## src/rtl/ltc2324_pkg.sv

```systemverilog
// Shared constants and types for the LTC2324 sample packer.
// Default channel geometry and the packer state encoding.
package ltc2324_pkg;

    localparam int CH_WIDTH      = 16;
    localparam int NUM_CH        = 4;
    localparam int WORDS_PER_SMP = NUM_CH / 2;

    typedef enum logic {
        ST_IDLE,
        ST_WRITE
    } packer_state_t;

    typedef logic [CH_WIDTH-1:0] sample_t;

endpackage

```

## src/rtl/axis_if.sv

```systemverilog
// Minimal AXI-Stream bundle: data, valid, ready.
// The master drives tdata/tvalid and the slave drives tready.
interface axis_if #(
    parameter int DATA_WIDTH = 32
);

    logic [DATA_WIDTH-1:0] tdata;
    logic                  tvalid;
    logic                  tready;

    modport master (
        output tdata,
        output tvalid,
        input  tready
    );

    modport slave (
        input  tdata,
        input  tvalid,
        output tready
    );

endinterface

```

## src/rtl/axis_sync_fifo.sv

```systemverilog
// Single-clock FIFO with a first-word-fall-through AXI-Stream read side.
// The head word is always presented on tdata while the FIFO is non-empty.
module axis_sync_fifo #(
    parameter int DATA_WIDTH = 32,
    parameter int DEPTH      = 16
) (
    input  logic                  clk,
    input  logic                  rst_n,
    input  logic                  wr_en,
    input  logic [DATA_WIDTH-1:0] wr_data,
    axis_if.master                m_axis,
    output logic [$clog2(DEPTH):0] level
);

    localparam int AW = $clog2(DEPTH);

    logic [DATA_WIDTH-1:0] r_mem [DEPTH];
    logic [AW-1:0]         r_wr_ptr;
    logic [AW-1:0]         r_rd_ptr;
    logic [AW:0]           r_level;

    logic w_full;
    logic w_valid;
    logic w_wr;
    logic w_rd;

    assign w_full  = (r_level == (AW+1)'(DEPTH));
    assign w_valid = (r_level != '0);
    assign w_wr    = wr_en && !w_full;
    assign w_rd    = w_valid && m_axis.tready;

    assign m_axis.tdata  = r_mem[r_rd_ptr];
    assign m_axis.tvalid = w_valid;
    assign level         = r_level;

    // Storage array; contents need no reset since level gates visibility.
    always_ff @(posedge clk) begin
        if (w_wr) begin
            r_mem[r_wr_ptr] <= wr_data;
        end
    end

    // Pointers wrap naturally because the depth is a power of two.
    always_ff @(posedge clk or negedge rst_n) begin
        if (!rst_n) begin
            r_wr_ptr <= '0;
            r_rd_ptr <= '0;
        end else begin
            if (w_wr) begin
                r_wr_ptr <= r_wr_ptr + AW'(1);
            end
            if (w_rd) begin
                r_rd_ptr <= r_rd_ptr + AW'(1);
            end
        end
    end

    // Occupancy: a simultaneous write and read leaves the level unchanged.
    always_ff @(posedge clk or negedge rst_n) begin
        if (!rst_n) begin
            r_level <= '0;
        end else begin
            unique case ({w_wr, w_rd})
                2'b10:   r_level <= r_level + (AW+1)'(1);
                2'b01:   r_level <= r_level - (AW+1)'(1);
                default: r_level <= r_level;
            endcase
        end
    end

endmodule

```

## src/rtl/ltc2324_sample_packer.sv

```systemverilog
// Packs LTC2324 conversions into channel-pair words and streams them out.
// Whole conversions are dropped and counted when buffer space is lacking.
module ltc2324_sample_packer #(
    parameter int CH_WIDTH   = ltc2324_pkg::CH_WIDTH,
    parameter int NUM_CH     = ltc2324_pkg::NUM_CH,
    parameter int DATA_WIDTH = 2 * ltc2324_pkg::CH_WIDTH,
    parameter int FIFO_DEPTH = 16
) (
    input  logic                          aclk,
    input  logic                          aresetn,
    input  logic                          enable,
    input  logic                          smp_valid,
    input  logic [NUM_CH*CH_WIDTH-1:0]    smp_data,
    axis_if.master                        m_axis,
    input  logic                          clr_ovf,
    output logic                          overflow,
    output logic [15:0]                   ovf_count,
    output logic [$clog2(FIFO_DEPTH):0]   fifo_level
);

    import ltc2324_pkg::packer_state_t;
    import ltc2324_pkg::ST_IDLE;
    import ltc2324_pkg::ST_WRITE;

    localparam int W  = NUM_CH / 2;
    localparam int IW = (W > 1) ? $clog2(W) : 1;
    localparam int LW = $clog2(FIFO_DEPTH) + 1;
    localparam int SW = NUM_CH * CH_WIDTH;

    packer_state_t r_state;
    packer_state_t w_state_nxt;

    logic [SW-1:0]         r_hold;
    logic [IW-1:0]         r_word_idx;
    logic                  r_overflow;
    logic [15:0]           r_ovf_count;

    logic [LW-1:0]         w_level;
    logic                  w_req;
    logic                  w_space;
    logic                  w_capture;
    logic                  w_drop;
    logic                  w_last;
    logic                  w_wr_en;
    logic [DATA_WIDTH-1:0] w_wr_data;

    // Space is judged on the registered level; a read this cycle is not credited.
    assign w_req     = smp_valid && enable;
    assign w_space   = ({1'b0, w_level} + (LW+1)'(W)) <= (LW+1)'(FIFO_DEPTH);
    assign w_capture = (r_state == ST_IDLE) && w_req && w_space;
    assign w_drop    = w_req && !w_capture;
    assign w_last    = (r_word_idx == IW'(W - 1));

    // State register.
    always_ff @(posedge aclk or negedge aresetn) begin
        if (!aresetn) begin
            r_state <= ST_IDLE;
        end else begin
            r_state <= w_state_nxt;
        end
    end

    // Next-state: capture starts a write burst, last word ends it.
    always_comb begin
        w_state_nxt = r_state;
        unique case (r_state)
            ST_IDLE: begin
                if (w_capture) begin
                    w_state_nxt = ST_WRITE;
                end
            end
            ST_WRITE: begin
                if (w_last) begin
                    w_state_nxt = ST_IDLE;
                end
            end
            default: w_state_nxt = ST_IDLE;
        endcase
    end

    // Outputs: one FIFO write per WRITE cycle, word k = {ch[2k+1], ch[2k]}.
    always_comb begin
        w_wr_en   = 1'b0;
        w_wr_data = r_hold[r_word_idx*DATA_WIDTH +: DATA_WIDTH];
        unique case (r_state)
            ST_WRITE: w_wr_en = 1'b1;
            default:  w_wr_en = 1'b0;
        endcase
    end

    // Hold register and word index; dropped conversions leave the hold intact.
    always_ff @(posedge aclk or negedge aresetn) begin
        if (!aresetn) begin
            r_hold     <= '0;
            r_word_idx <= '0;
        end else if (w_capture) begin
            r_hold     <= smp_data;
            r_word_idx <= '0;
        end else if (r_state == ST_WRITE) begin
            r_word_idx <= w_last ? '0 : r_word_idx + IW'(1);
        end
    end

    // Sticky overflow and saturating drop count; a drop beats a clear.
    always_ff @(posedge aclk or negedge aresetn) begin
        if (!aresetn) begin
            r_overflow  <= 1'b0;
            r_ovf_count <= '0;
        end else if (w_drop) begin
            r_overflow <= 1'b1;
            if (clr_ovf) begin
                r_ovf_count <= 16'd1;
            end else if (r_ovf_count != 16'hFFFF) begin
                r_ovf_count <= r_ovf_count + 16'd1;
            end
        end else if (clr_ovf) begin
            r_overflow  <= 1'b0;
            r_ovf_count <= '0;
        end
    end

    assign overflow   = r_overflow;
    assign ovf_count  = r_ovf_count;
    assign fifo_level = w_level;

    axis_sync_fifo #(
        .DATA_WIDTH (DATA_WIDTH),
        .DEPTH      (FIFO_DEPTH)
    ) u_fifo (
        .clk     (aclk),
        .rst_n   (aresetn),
        .wr_en   (w_wr_en),
        .wr_data (w_wr_data),
        .m_axis  (m_axis),
        .level   (w_level)
    );

endmodule

```

## src/flat_wrapper.sv

```systemverilog
// flat-port wrapper written by rule: the top's interface ports become plain ports
module ltc2324_sample_packer_flat import ltc2324_pkg::packer_state_t; import ltc2324_pkg::ST_IDLE; import ltc2324_pkg::ST_WRITE;
#(
    parameter int CH_WIDTH   = ltc2324_pkg::CH_WIDTH,
    parameter int NUM_CH     = ltc2324_pkg::NUM_CH,
    parameter int DATA_WIDTH = 2 * ltc2324_pkg::CH_WIDTH,
    parameter int FIFO_DEPTH = 16
)
  (aclk, aresetn, enable, smp_valid, smp_data, clr_ovf, overflow, ovf_count, fifo_level, m_axis_tdata, m_axis_tvalid, m_axis_tready);
  axis_if #(.DATA_WIDTH(DATA_WIDTH)) m_axis_i ();
  input  logic aclk;
  input  logic aresetn;
  input  logic enable;
  input  logic smp_valid;
  input  logic [NUM_CH*CH_WIDTH-1:0] smp_data;
  input  logic clr_ovf;
  output logic overflow;
  output logic [15:0] ovf_count;
  output logic [$clog2(FIFO_DEPTH):0] fifo_level;
  output wire logic [$bits(m_axis_i.tdata)-1:0] m_axis_tdata;
  output wire logic [$bits(m_axis_i.tvalid)-1:0] m_axis_tvalid;
  input wire logic [$bits(m_axis_i.tready)-1:0] m_axis_tready;
  assign m_axis_tdata = m_axis_i.tdata;
  assign m_axis_tvalid = m_axis_i.tvalid;
  assign m_axis_i.tready = m_axis_tready;
  ltc2324_sample_packer #(.CH_WIDTH(CH_WIDTH), .NUM_CH(NUM_CH), .DATA_WIDTH(DATA_WIDTH), .FIFO_DEPTH(FIFO_DEPTH)) u_core (.aclk(aclk), .aresetn(aresetn), .enable(enable), .smp_valid(smp_valid), .smp_data(smp_data), .m_axis(m_axis_i), .clr_ovf(clr_ovf), .overflow(overflow), .ovf_count(ovf_count), .fifo_level(fifo_level));
endmodule
```

## config.mk

```make
export PLATFORM = sky130hd
export DESIGN_NAME = ltc2324_sample_packer_flat
export DESIGN_NICKNAME = d
export VERILOG_FILES = /design/src/rtl/ltc2324_pkg.sv /design/src/rtl/axis_if.sv /design/src/rtl/axis_sync_fifo.sv /design/src/rtl/ltc2324_sample_packer.sv /design/src/flat_wrapper.sv
export SDC_FILE = /design/constraint.sdc
export NUM_CORES = 1
export LEC_CHECK = 0
export ABC_CLOCK_PERIOD_IN_PS = 4100
export BUFFER_PORTS_ARGS = -buffer_cell sky130_fd_sc_hd__buf_2
export CORE_UTILIZATION = 55
export CTS_CLUSTER_DIAMETER = 40
export DETAILED_ROUTE_END_ITERATION = 7
export PLACE_DENSITY_LB_ADDON = 0.08
export REMOVE_ABC_BUFFERS = 1
export SLEW_MARGIN = 20
export SYNTH_ARGS = -nofsm -noshare
export SYNTH_HDL_FRONTEND = slang
export SYNTH_SLANG_ARGS = --single-unit
```

## constraint.sdc

```tcl
create_clock -name aclk -period 4.1 [get_ports aclk]
set_input_delay 0.205 -clock aclk [delete_from_list [all_inputs] [get_ports aclk]]
set_output_delay 0.205 -clock aclk [all_outputs]
set_load 0.02 [all_outputs]
```

==> results by group <==
Status
  • Status: finished, final reports clean

Critical path
  • Critical Path AT: just over 3 ns
  • CP bufs+invs: 2
  • Worst path required time: about 4 ns
  • CP endpoint kind: output pin
  • Worst path cell trace: buf_4 > mux4_2 > mux4_2 > buf_2
  • CP max FO: 23
  • Top Family by Delay on Critical Path: multiplexers
  • Critical path's slowest cell: dfrtp_4
  • CP most frequent cell: mux4_2
  • Crit path kind: flip-flop to output pin
  • Startpoint Class: flip-flop
  • Crit-path max cell delay: between 0.6 and 0.7 ns

Cells and area
  • Final core occ: roughly 68%
  • Final non-filler cell total: between 2000 and 2500
  • Share of layout cells above drive strength 1: roughly 40%
  • Final Cell Area: 29100 µm²
  • Fin nets: around 1400
  • Antenna cells: 0
  • P&R area growth vs syn: 20.5%

Synthesis
  • Sequential element share of the synthesized area: between 70% and 80%
  • Dominant cell type by area after synthesis: edfxtp_1
  • Number of synthesized flops with an enable pin: between 500 and 600
  • Cell variety after synth: 54
  • Syn Inst Count: about 1100
  • Top FF cell, synth: edfxtp_1
  • Most frequent cell after synthesis: edfxtp_1
  • Largest cells by area after synthesis: edfxtp_1 (64%), mux4_2 (15%), dfrtp_1 (9.9%)
  • Synth Area per Inst: 21.8 µm²
  • Share of the synthesized area in the top cell type: 63.6%
  • YS warnings: 0
  • Mapped Area: between 20000 and 25000 µm²
  • Seq cells post-synth: between 600 and 700
  • Most frequent cells after synthesis: edfxtp_1 (512), mux4_2 (160), dfrtp_1 (96)
  • Ys async rst share: around 16%

Floorplanning
  • Core region area: 43200 µm²
  • Die Y-Extent: around 210 µm
  • Area of the die: 44800 µm²
  • Starting Density: between 50% and 60%
  • # IOs: about 130
  • Rows: 76
  • Die width: 212 µm

Detailed routing
  • 1st-iter DRT viols: between 900 and 1000
  • Routed vias: between 10000 and 15000
  • DR pass1 iterations: 7
  • Vias per inst: between 5 and 6
  • WL/cell: about 25 µm
  • Routed Antenna Nets: 0
  • Detailed Route WL: around 50000 µm
  • Drc violations: 0

Global route
  • Vias in the first global route: 12320
  • Largest net degree at the start of global routing: 63
  • First-pass GRT wire length: roughly 76000 µm
  • Total GRT Usage: roughly a quarter
  • Antenna violations before repair: 0
  • GRT overflow: 0

Clock network
  • Worst-path clk slew: about 0.060 ns
  • Htree depth: 3
  • CTS root buffer: clkbuf_16
  • CTS tree: done
  • CTS max path bufs: 3
  • Clock sink total: about 600
  • Total CTS buffers: 81
  • Clock latency at the later pin of the worst-skew pair: 0.60 ns
  • Post-CTS Setup Bufs: 0

Placement
  • Global placement routability congestion: about 0.78
  • Post-DP HPWL: 27000 µm
  • Placed inst area: between 20000 and 30000 µm²
  • Placed Cells: 1792
  • IO Port Bufs: about 120

STA
  • Tcrit/Tclk final: 79.8%
  • RSZ-0062 raised after global routing: no
  • Relative slew slack: a little under a third
  • Final Hold Viols: 0
  • Tmin final: 3.27 ns
  • Slew Limit Fails: 0
  • Clk_skew: around 0.019 ns
  • Final setup fails: 0
  • Worst-Margin Slew: between 1 and 1.5 ns
  • Fmax: roughly 0.3 GHz

Power
  • Pwr dens: around 800 nW/µm²
  • Maximum VDD drop: ~0.55 mV
  • Leak Pwr: 0.0101 µW

Run
  • Max-cap viol count: 0

Worst hold path
  • HP Class: input pin to flip-flop
## layer usage
metal / vias up / routed length [µm] / GRT usage [%]
met5: - / 0 / 0
met3: 63 / 2460 / 4.29
met1: 6269 / 21300 / 33.1
met2: 325 / 25300 / 38.6
li1: 5112 / - / -
met4: 0 / 857 / 6.10
## path summary, 6_finish.rpt
path                                                start  cells after the start  slack (ns)                      to
worst max-delay path            u_core.u_fifo.r_rd_ptr[0]                      4        0.83        m_axis_tdata[11]
worst min-delay path                              clr_ovf                      2        0.04     u_core.ovf_count[6]
worst max register to register     u_core.u_fifo.level[1]                     11        1.18  u_core.u_fifo.level[4]
worst min register to register          u_core.r_hold[45]                      1        0.48       u_core.r_hold[45]
max in group asynchronous                         aresetn                      3        2.78       u_core.r_hold[28]
min in group asynchronous                         aresetn                      2        0.26     u_core.ovf_count[7]
## worst register-to-register path, cell delays in order (launching register included)
cell	delay [ns]
dfrtp_1	0.45
nor4_1	0.40
a21oi_1	0.29
inv_1	0.12
ha_1	0.24
inv_1	0.10
fa_1	0.40
nor2b_1	0.13
o21ai_1	0.08
nand3_1	0.09
or3b_1	0.37
xnor2_1	0.13
## layout make-up
class	instances	area [µm²]
flip-flops and latches	608	17800
fillers	2809	14000
clock inverters	54	614
inverters	12	45.0
clock buffers	97	2220
well taps	585	732
multi-input cells	429	6110
repair buffers	223	1630
## stage by stage
| step | power (µW) | hold WS, ns | worst slack [ns] | setup TNS, ns |
|---|---|---|---|---|
| after floorplan | 14200 | -0.0906 | -2.30 | -196.17 |
| after global placement | 16100 | 0.371 | 1.22 | 0 |
| after detailed placement | 16200 | 0.381 | 1.23 | 0 |
| after CTS | 23500 | 0.00772 | 0.732 | 0 |
| after global routing | 24200 | 0.0418 | 0.639 | 0 |
| final | 23200 | 0.0431 | 0.830 | 0 |
## flip-flops by register name, summed over array words and instances (netlist names)
name	flops
u_core.overflow	1
u_core.r_state	1
u_core.u_fifo.r_wr_ptr	4
u_core.ovf_count	16
u_core.r_hold	64
u_core.u_fifo.r_rd_ptr	4
u_core.u_fifo.r_mem	512
u_core.r_word_idx	1
u_core.u_fifo.level	5
## cell families (layout without fill, tap and decap cells)
family / count (synthesis) / in the layout / share of synthesized area, %
DFF: 608 / 608 / 73.5
muxes: 262 / 262 / 20.4
and+or+nand+nor: 106 / 106 / 2.27
buffers and inverters: 70 / 386 / 1.69
AOI/OAI and AO/OA: 38 / 38 / 1.02
adders and majority gates: 12 / 12 / 0.652
xor gates and xnor gates: 11 / 11 / 0.398
## cells in the final DEF (no fill, tap or decap), drive strengths merged, types with 12 or more instances in the layout
cell type,n
clkinv,19
nor2,28
clkbuf,97
edfxtp,512
a21oi,13
nand2,20
mux4,160
buf,158
dlygate4sd3,65
dfrtp,96
inv,30
mux2,101
nor3,12
## where the power goes
| part | internal [µW] | total [µW] | switching [µW] |
|---|---|---|---|
| Clock | 4510 | 7220 | 2710 |
| Sequential | 8680 | 9400 | 713 |
| Combinational | 3000 | 6590 | 3580 |
| Total | 16200 | 23200 | 7000 |
## timing repair
action,in CTS,in global routing
hold buffers,65,0
hold endpoints to repair,125,0
resized for setup,0,0
Note: power is estimated with default switching activity, not from simulation.
